<file path="src/rtl/spi_ctrl_pkg.sv">
// Shared register offsets, CTRL/STATUS bit positions and engine state encoding
// for the memory-mapped SPI master.
package spi_ctrl_pkg;

  localparam logic [7:0] REG_CTRL       = 8'h00;
  localparam logic [7:0] REG_STATUS     = 8'h04;
  localparam logic [7:0] REG_TXDATA     = 8'h08;
  localparam logic [7:0] REG_RXDATA     = 8'h0C;
  localparam logic [7:0] REG_TXOCC      = 8'h10;
  localparam logic [7:0] REG_RXOCC      = 8'h14;
  localparam logic [7:0] REG_CTRL_ALIAS = 8'h60;

  localparam int unsigned CTRL_LOOP_BIT    = 0;
  localparam int unsigned CTRL_INHIBIT_BIT = 2;

  localparam int unsigned STAT_BUSY_BIT     = 0;
  localparam int unsigned STAT_RX_OVR_BIT   = 1;
  localparam int unsigned STAT_TX_FULL_BIT  = 2;
  localparam int unsigned STAT_RX_EMPTY_BIT = 3;

  typedef enum logic [2:0] {
    ST_IDLE,
    ST_CS_SETUP,
    ST_SHIFT,
    ST_NEXT,
    ST_CS_HOLD
  } eng_state_e;

endpackage

</file>
<file path="src/rtl/spi_fifo.sv">
// Synchronous FIFO with push/pop/full/empty/count; pushes while full and pops
// while empty are ignored. Read data is combinational from the head entry.
module spi_fifo #(
  parameter int unsigned WIDTH = 8,
  parameter int unsigned DEPTH = 16
) (
  input  logic                     clk_i,
  input  logic                     rst_i,
  input  logic                     push_i,
  input  logic [WIDTH-1:0]         data_i,
  input  logic                     pop_i,
  output logic [WIDTH-1:0]         data_o,
  output logic                     full_o,
  output logic                     empty_o,
  output logic [$clog2(DEPTH):0]   count_o
);

  localparam int unsigned AW = $clog2(DEPTH);
  localparam int unsigned CW = AW + 1;

  logic [WIDTH-1:0] mem [DEPTH];
  logic [AW-1:0]    wr_ptr;
  logic [AW-1:0]    rd_ptr;
  logic [CW-1:0]    count;
  logic             do_push;
  logic             do_pop;

  assign full_o  = (count == CW'(DEPTH));
  assign empty_o = (count == '0);
  assign do_push = push_i && !full_o;
  assign do_pop  = pop_i && !empty_o;
  assign data_o  = mem[rd_ptr];
  assign count_o = count;

  always_ff @(posedge clk_i or negedge rst_i) begin
    if (!rst_i) begin
      wr_ptr <= '0;
      rd_ptr <= '0;
      count  <= '0;
    end else begin
      if (do_push) wr_ptr <= wr_ptr + 1'b1;
      if (do_pop)  rd_ptr <= rd_ptr + 1'b1;
      case ({do_push, do_pop})
        2'b10:   count <= count + 1'b1;
        2'b01:   count <= count - 1'b1;
        default: count <= count;
      endcase
    end
  end

  always_ff @(posedge clk_i) begin
    if (do_push) mem[wr_ptr] <= data_i;
  end

endmodule

</file>
<file path="src/rtl/spi_master_ctrl.sv">
// Memory-mapped SPI mode-0 master with TX/RX byte FIFOs and a TX inhibit gate.
// Optional feature: define SPI_LOOPBACK_EN to make CTRL.LOOP route MOSI to the receiver.
module spi_master_ctrl
  import spi_ctrl_pkg::*;
#(
  parameter int unsigned FIFO_DEPTH = 16,
  parameter int unsigned CLK_DIV    = 2
) (
  input  logic        clk_i,
  input  logic        rst_i,
  input  logic        bus_hs_rd_i,
  input  logic        bus_hs_wr_i,
  input  logic [31:0] bus_hs_addr_i,
  input  logic [31:0] bus_hs_data_i,
  output logic        bus_hs_ready_o,
  output logic [31:0] bus_hs_data_o,
  output logic        spi_sclk_o,
  output logic        spi_cs_n_o,
  output logic        spi_mosi_o,
  input  logic        spi_miso_i
);

  localparam int unsigned DW = (CLK_DIV > 1) ? $clog2(CLK_DIV) : 1;
  localparam int unsigned OW = $clog2(FIFO_DEPTH) + 1;

  logic [7:0]  reg_addr;
  logic        req_acc, is_wr, is_rd, ctrl_wr, stat_rd;
  logic        inhibit, loop_en, rx_ovr, busy;
  logic [31:0] rd_data;
  logic        unused_bits;

  logic          tx_push, tx_pop, tx_full, tx_empty;
  logic [7:0]    tx_dout;
  logic [OW-1:0] tx_count;
  logic          rx_push, rx_pop, rx_full, rx_empty;
  logic [7:0]    rx_dout;
  logic [OW-1:0] rx_count;

  eng_state_e    state, state_d;
  logic [DW-1:0] div_cnt;
  logic [3:0]    half_cnt;
  logic          div_end, can_go, miso_eff;
  logic          sclk, cs_n, mosi;
  logic [7:0]    tx_sh, rx_sh;

  assign unused_bits = ^{bus_hs_addr_i[31:8], bus_hs_data_i};

  assign reg_addr = bus_hs_addr_i[7:0];
  assign req_acc  = (bus_hs_rd_i || bus_hs_wr_i) && !bus_hs_ready_o;
  assign is_wr    = req_acc && bus_hs_wr_i;
  assign is_rd    = req_acc && !bus_hs_wr_i;
  assign ctrl_wr  = is_wr && (reg_addr == REG_CTRL || reg_addr == REG_CTRL_ALIAS);
  assign stat_rd  = is_rd && (reg_addr == REG_STATUS);
  assign tx_push  = is_wr && (reg_addr == REG_TXDATA);
  assign rx_pop   = is_rd && (reg_addr == REG_RXDATA);
  assign busy     = (state != ST_IDLE) || !cs_n;

  always_comb begin
    rd_data = '0;
    case (reg_addr)
      REG_CTRL: begin
        rd_data[CTRL_INHIBIT_BIT] = inhibit;
        rd_data[CTRL_LOOP_BIT]    = loop_en;
      end
      REG_STATUS: begin
        rd_data[STAT_BUSY_BIT]     = busy;
        rd_data[STAT_RX_OVR_BIT]   = rx_ovr;
        rd_data[STAT_TX_FULL_BIT]  = tx_full;
        rd_data[STAT_RX_EMPTY_BIT] = rx_empty;
      end
      REG_RXDATA: if (!rx_empty) rd_data[7:0] = rx_dout;
      REG_TXOCC:  rd_data = 32'(tx_count);
      REG_RXOCC:  rd_data = 32'(rx_count);
      default:    rd_data = '0;
    endcase
  end

  always_ff @(posedge clk_i or negedge rst_i) begin
    if (!rst_i) begin
      bus_hs_ready_o <= 1'b0;
      bus_hs_data_o  <= '0;
      inhibit        <= 1'b0;
      rx_ovr         <= 1'b0;
    end else begin
      bus_hs_ready_o <= req_acc;
      bus_hs_data_o  <= is_rd ? rd_data : '0;
      if (ctrl_wr) inhibit <= bus_hs_data_i[CTRL_INHIBIT_BIT];
      // an overflow in the same cycle as a STATUS read must not be lost
      if (rx_push && rx_full) rx_ovr <= 1'b1;
      else if (stat_rd)       rx_ovr <= 1'b0;
    end
  end

`ifdef SPI_LOOPBACK_EN
  always_ff @(posedge clk_i or negedge rst_i) begin
    if (!rst_i)       loop_en <= 1'b0;
    else if (ctrl_wr) loop_en <= bus_hs_data_i[CTRL_LOOP_BIT];
  end
  assign miso_eff = loop_en ? mosi : spi_miso_i;
`else
  assign loop_en  = 1'b0;
  assign miso_eff = spi_miso_i;
`endif

  spi_fifo #(.WIDTH(8), .DEPTH(FIFO_DEPTH)) u_tx_fifo (
    .clk_i   (clk_i),
    .rst_i   (rst_i),
    .push_i  (tx_push),
    .data_i  (bus_hs_data_i[7:0]),
    .pop_i   (tx_pop),
    .data_o  (tx_dout),
    .full_o  (tx_full),
    .empty_o (tx_empty),
    .count_o (tx_count)
  );

  spi_fifo #(.WIDTH(8), .DEPTH(FIFO_DEPTH)) u_rx_fifo (
    .clk_i   (clk_i),
    .rst_i   (rst_i),
    .push_i  (rx_push),
    .data_i  (rx_sh),
    .pop_i   (rx_pop),
    .data_o  (rx_dout),
    .full_o  (rx_full),
    .empty_o (rx_empty),
    .count_o (rx_count)
  );

  assign div_end = (div_cnt == DW'(CLK_DIV - 1));
  assign can_go  = !inhibit && !tx_empty;

  // SHIFT covers the first 15 half-periods; NEXT is the 16th (SCLK high), so
  // the burst continues at NEXT's falling edge with no inter-byte gap.
  always_comb begin
    state_d = state;
    tx_pop  = 1'b0;
    rx_push = 1'b0;
    unique case (state)
      ST_IDLE: if (can_go) begin
        state_d = ST_CS_SETUP;
        tx_pop  = 1'b1;
      end
      ST_CS_SETUP: if (div_end) state_d = ST_SHIFT;
      ST_SHIFT:    if (div_end && half_cnt == 4'd14) state_d = ST_NEXT;
      ST_NEXT: begin
        rx_push = (div_cnt == '0);
        if (div_end) begin
          if (can_go) begin
            state_d = ST_SHIFT;
            tx_pop  = 1'b1;
          end else begin
            state_d = ST_CS_HOLD;
          end
        end
      end
      ST_CS_HOLD: if (div_end) state_d = ST_IDLE;
      default:    state_d = ST_IDLE;
    endcase
  end

  always_ff @(posedge clk_i or negedge rst_i) begin
    if (!rst_i) state <= ST_IDLE;
    else        state <= state_d;
  end

  always_ff @(posedge clk_i or negedge rst_i) begin
    if (!rst_i) begin
      div_cnt  <= '0;
      half_cnt <= '0;
      sclk     <= 1'b0;
      cs_n     <= 1'b1;
      mosi     <= 1'b0;
      tx_sh    <= '0;
      rx_sh    <= '0;
    end else begin
      if (state == ST_IDLE || div_end) div_cnt <= '0;
      else                             div_cnt <= div_cnt + 1'b1;

      if (state != ST_SHIFT)  half_cnt <= '0;
      else if (div_end)       half_cnt <= half_cnt + 1'b1;

      if ((state == ST_SHIFT || state == ST_NEXT) && div_end) sclk <= ~sclk;

      if (state == ST_SHIFT && div_end && !sclk) rx_sh <= {rx_sh[6:0], miso_eff};

      if (tx_pop) begin
        tx_sh <= tx_dout;
        mosi  <= tx_dout[7];
      end else if (state == ST_SHIFT && div_end && sclk) begin
        tx_sh <= {tx_sh[6:0], 1'b0};
        mosi  <= tx_sh[6];
      end

      if (state == ST_IDLE && tx_pop) begin
        cs_n <= 1'b0;
      end else if (state == ST_CS_HOLD && div_end) begin
        cs_n <= 1'b1;
        mosi <= 1'b0;
      end
    end
  end

  assign spi_sclk_o = sclk;
  assign spi_cs_n_o = cs_n;
  assign spi_mosi_o = mosi;

endmodule
</file>
<file path="config.mk">
export PLATFORM = sky130hd
export DESIGN_NAME = spi_master_ctrl
export DESIGN_NICKNAME = d
export VERILOG_FILES = /design/src/rtl/spi_ctrl_pkg.sv /design/src/rtl/spi_fifo.sv /design/src/rtl/spi_master_ctrl.sv
export SDC_FILE = /design/constraint.sdc
export NUM_CORES = 1
export LEC_CHECK = 0
export BUFFER_PORTS_ARGS = -buffer_cell sky130_fd_sc_hd__buf_2
export CAP_MARGIN = 40
export CORE_MARGIN = 8
export CORE_UTILIZATION = 64
export DETAILED_ROUTE_END_ITERATION = 8
export GPL_TIMING_DRIVEN = 0
export PLACE_DENSITY = 0.82
export SLEW_MARGIN = 0
export SYNTH_ARGS = -nofsm -noshare
export SYNTH_HDL_FRONTEND = slang
export SYNTH_SLANG_ARGS = --single-unit
export TNS_END_PERCENT = 20
</file>
<file path="constraint.sdc">
create_clock -name clk_i -period 7.9 [get_ports clk_i]
set_input_delay 1.185 -clock clk_i [delete_from_list [all_inputs] [get_ports clk_i]]
set_output_delay 1.185 -clock clk_i [all_outputs]
set_load 0.03 [all_outputs]
</file>
==> flow_metrics.env <==
export IMPL_status="complete, no violations"
export IMPL_worst_slew_pin_slew_ns=0.8636
export IMPL_floorplan_initialDensity_pct=64.72
export IMPL_drt_iter0_drc=631
export IMPL_firstDrtPassIters=5
export IMPL_cts_hold_buffers=0
export IMPL_syn_area_per_cell_sq_um=16.95
export IMPL_setup_violations=0
export IMPL_p_leak_nw=5.422
export IMPL_cts_tree="done"
export IMPL_grt_pass1_wl_um=43020
export IMPL_post_drt_wl_per_cell_um=23.66
export IMPL_gp_congestion=0.8834
export IMPL_ys_warn_count=0
export IMPL_power_density_mw_per_mm2=310.4
export IMPL_cts_root_buf="clkbuf_16"
export IMPL_core_area_sq_mm=0.02082
export IMPL_ys_seq_elements=319
export IMPL_die_x_um=161.1
export IMPL_crit_chain="clkbuf_1, or2_2, a211o_2, inv_2, buf_2, ha_1, clkbuf_1, xor2_1, ha_1, a21boi_0, o221ai_1, a21o_1, a21oi_1, xnor2_1"
export IMPL_cts_sinks=319
export IMPL_critical_path_slowest_cell="dfrtp_1"
export IMPL_async_reset_ff_share_pct=19.75
export IMPL_max_stage_delay_ns=0.37
export IMPL_crit_fanout=11
export IMPL_setup_tns_ns=0
export IMPL_grt_use_total_pct=21.55
export IMPL_pin_count=105
export IMPL_cp_end_kind="register"
export IMPL_remaining_drc_errors=0
export IMPL_cts_resized=0
export IMPL_numCtsBuffers=31
export IMPL_ff2ff_path_depth=14
export IMPL_grt_overflow=0
export IMPL_synth_edff_count=256
export IMPL_min_period_ns=3.692
export IMPL_insertion_delay_ns=0.56
export IMPL_antenna_found_initial=0
export IMPL_slew_violations=0
export IMPL_finalCritPeriodShare_pct=46.74
export IMPL_rsz0062_at_grt="false"
export IMPL_numPortBuffers=31
export IMPL_drt_vias_per_instance=6.176
export IMPL_worstPathArrival_ns=4.18
export IMPL_grt_max_degree=64
export IMPL_drive_gt1_share_pct=24.48
export IMPL_timing_hold_ws_ns=0.4942
export IMPL_ys_types=61
export IMPL_min_path_cells=1
export IMPL_cp_buffers_inverters=4
export IMPL_clk_pin_slew_ns=0.06
export IMPL_max_cap_violations=0
export IMPL_crit_type="reg -> reg"
export IMPL_hold_viol=0
export IMPL_die_height_um=161.1
export IMPL_clockBufferDepth=3
export IMPL_synthToLayoutAreaGrowth_pct=12.49
export IMPL_max_freq_ghz=0.2708
export IMPL_cp_required_ns=8.38
export IMPL_grt_pass1_vias=7546
export IMPL_yosys_most_used_dff="edfxtp_1"
export IMPL_hpwl_um=18890
export IMPL_fin_skew_ns=0.02482
export IMPL_slew_headroom_pct=42.43
export IMPL_cp_start_kind="register"
export IMPL_post_cts_buffers=0
export IMPL_diodes=0
export IMPL_ant_nets=0
export IMPL_hp_class="reg -> reg"
export IMPL_ys_seq_area_share_pct=68.76
export IMPL_worst_path_stages=14
export IMPL_synthCells=795
export IMPL_vias=7350
export IMPL_dieArea_sq_mm=0.02595
export IMPL_num_rows=53
export IMPL_nets=980
export IMPL_cts_htree_levels=1
export IMPL_placed_cells=1132
export IMPL_wl_um=28160
export IMPL_ir_drop_uv=311.0
export IMPL_final_cells=1190
export IMPL_syn_area_sq_mm=0.01348
export IMPL_critPathTopFamily="compound AO/OA/AOI/OAI gates"
## metal layers
| metal | routed length [um] | global-route usage [%] | vias to the layer above |
|---|---|---|---|
| li1 | - | - | 3208 |
| met1 | 10660 | 26.78 | 3741 |
| met2 | 14780 | 38.24 | 341 |
| met3 | 1876 | 3.334 | 60 |
| met4 | 843 | 6.987 | 0 |
| met5 | 0 | 0 | - |
## final timing paths
kind	startpoint	end	slack, ns
max	state[1]$_DFFE_PN0P_	u_tx_fifo.count_o[4]$_DFFE_PN0P_	4.21
min	bus_hs_ready_o$_DFF_PN0_	bus_hs_ready_o$_DFF_PN0_	0.49
max reg2reg	state[1]$_DFFE_PN0P_	u_tx_fifo.count_o[4]$_DFFE_PN0P_	4.21
min reg2reg	bus_hs_ready_o$_DFF_PN0_	bus_hs_ready_o$_DFF_PN0_	0.49
max in group asynchronous	rst_i	rx_sh[3]$_DFFE_PN0P_	6.58
min in group asynchronous	rst_i	u_tx_fifo.rd_ptr[3]$_DFFE_PN0P_	0.71
## worst register-to-register path: stages (launching register included)
cell      delay, ns
dfrtp_1        0.37
clkbuf_1       0.20
or2_2          0.36
a211o_2        0.37
inv_2          0.17
buf_2          0.28
ha_1           0.23
clkbuf_1       0.33
xor2_1         0.18
ha_1           0.21
a21boi_0       0.20
o221ai_1       0.19
a21o_1         0.21
a21oi_1        0.17
xnor2_1        0.13
## flip-flops by register name, indices dropped and copies added, names as in the netlist, 3 cells and up
signal             cells
u_rx_fifo.mem        128
u_tx_fifo.mem        128
bus_hs_data_o          8
rx_sh                  8
tx_sh                  7
u_rx_fifo.count_o      5
u_tx_fifo.count_o      5
half_cnt               4
u_rx_fifo.rd_ptr       4
u_rx_fifo.wr_ptr       4
u_tx_fifo.rd_ptr       4
u_tx_fifo.wr_ptr       4
state                  3
## final cells by class
cell class / instances / area, sq um
inverter: 25 / 93.84
buffer: 61 / 379.1
clock inverter: 16 / 182.7
sequential: 319 / 9265
clock buffer: 42 / 827.0
fill: 1172 / 5664
multi-input combinational: 413 / 3849
tap: 275 / 344.1
timing repair buffer: 39 / 217.7
## cells in the mapped netlist, types with 2 or more instances
cell         n  area [sq um]
o2111ai_1    2         17.52
a31oi_1      3         18.77
and3_1       3         18.77
buf_4       29         217.7
dfrtp_1     62          1551
buf_1        2         7.510
o22ai_1      3         18.77
nor2b_1     11         68.82
a21o_1       5         37.54
nor3b_2      3         37.54
mux2_2      14         157.7
and2_1      26         162.7
inv_2        3         11.26
o32ai_1      2         17.52
nor4_4       2         42.54
o21ai_0     23         115.1
xor2_1      11         96.34
nor4_1       7         43.79
nor3_1       5         25.02
nand4_1      6         37.54
a22oi_1     13         97.59
ha_1        20         250.2
inv_1       22         82.58
a211oi_1     9         67.56
edfxtp_1   256          7687
xnor2_1     16         140.1
nand2_1     43         161.4
clkbuf_1    17         63.81
nor3b_1      2         15.01
a21oi_1     12         60.06
nand3_1     15         75.07
mux4_2      63          1419
nand2b_1     2         12.51
nor2_1      25         93.84
buf_6        4         45.04
buf_2        9         45.04
mux2i_1     21         210.2
## cell usage in the layout, fill, tap and decap left out, types with 11 or more instances in the layout
master	Yosys	routed
buf_2	9	39
a21oi_1	12	12
conb_1	1	24
nand3_1	15	15
clkbuf_16	0	31
dfrtp_1	62	62
nor2_1	25	25
mux2i_1	21	21
clkbuf_1	17	27
buf_4	29	38
mux2_2	14	14
ha_1	20	20
and2_1	26	26
o21ai_0	23	23
nor2b_1	11	11
nand2_1	43	43
a22oi_1	13	13
xnor2_1	16	16
mux4_2	63	63
edfxtp_1	256	256
xor2_1	11	11
inv_1	22	22
## kinds of logic after synthesis
kind of cell / Yosys count / synth area share [%]
flops: 319 / 68.76
simple gates: 162 / 6.723
mux: 98 / 13.26
buf+inv: 86 / 3.510
compound gates: 81 / 3.965
xor+xnor: 27 / 1.755
fa+ha+maj: 21 / 2.006
other cells: 1 / 0.02783
## power by group
| part | internal (mW) | leakage [nW] | total [mW] | switching, mW |
|---|---|---|---|---|
| combinational | 0.428 | 1.83 | 1.01 | 0.583 |
| clock | 0.862 | 0.494 | 1.46 | 0.600 |
| sequential | 2.05 | 3.09 | 2.23 | 0.179 |
## stage by stage
stage	total power [mW]	instance area, sq um	worst slack, ns	utilization [%]
floorplan	2.938	13560	4.311	-
global placement	3.171	14060	3.742	67.53
detailed placement	3.248	14150	3.872	67.95
CTS	4.709	15160	4.243	72.80
global route	4.872	15160	3.983	72.80
finish	4.705	15160	4.208	72.80
Power figures use the tool's default switching activity.
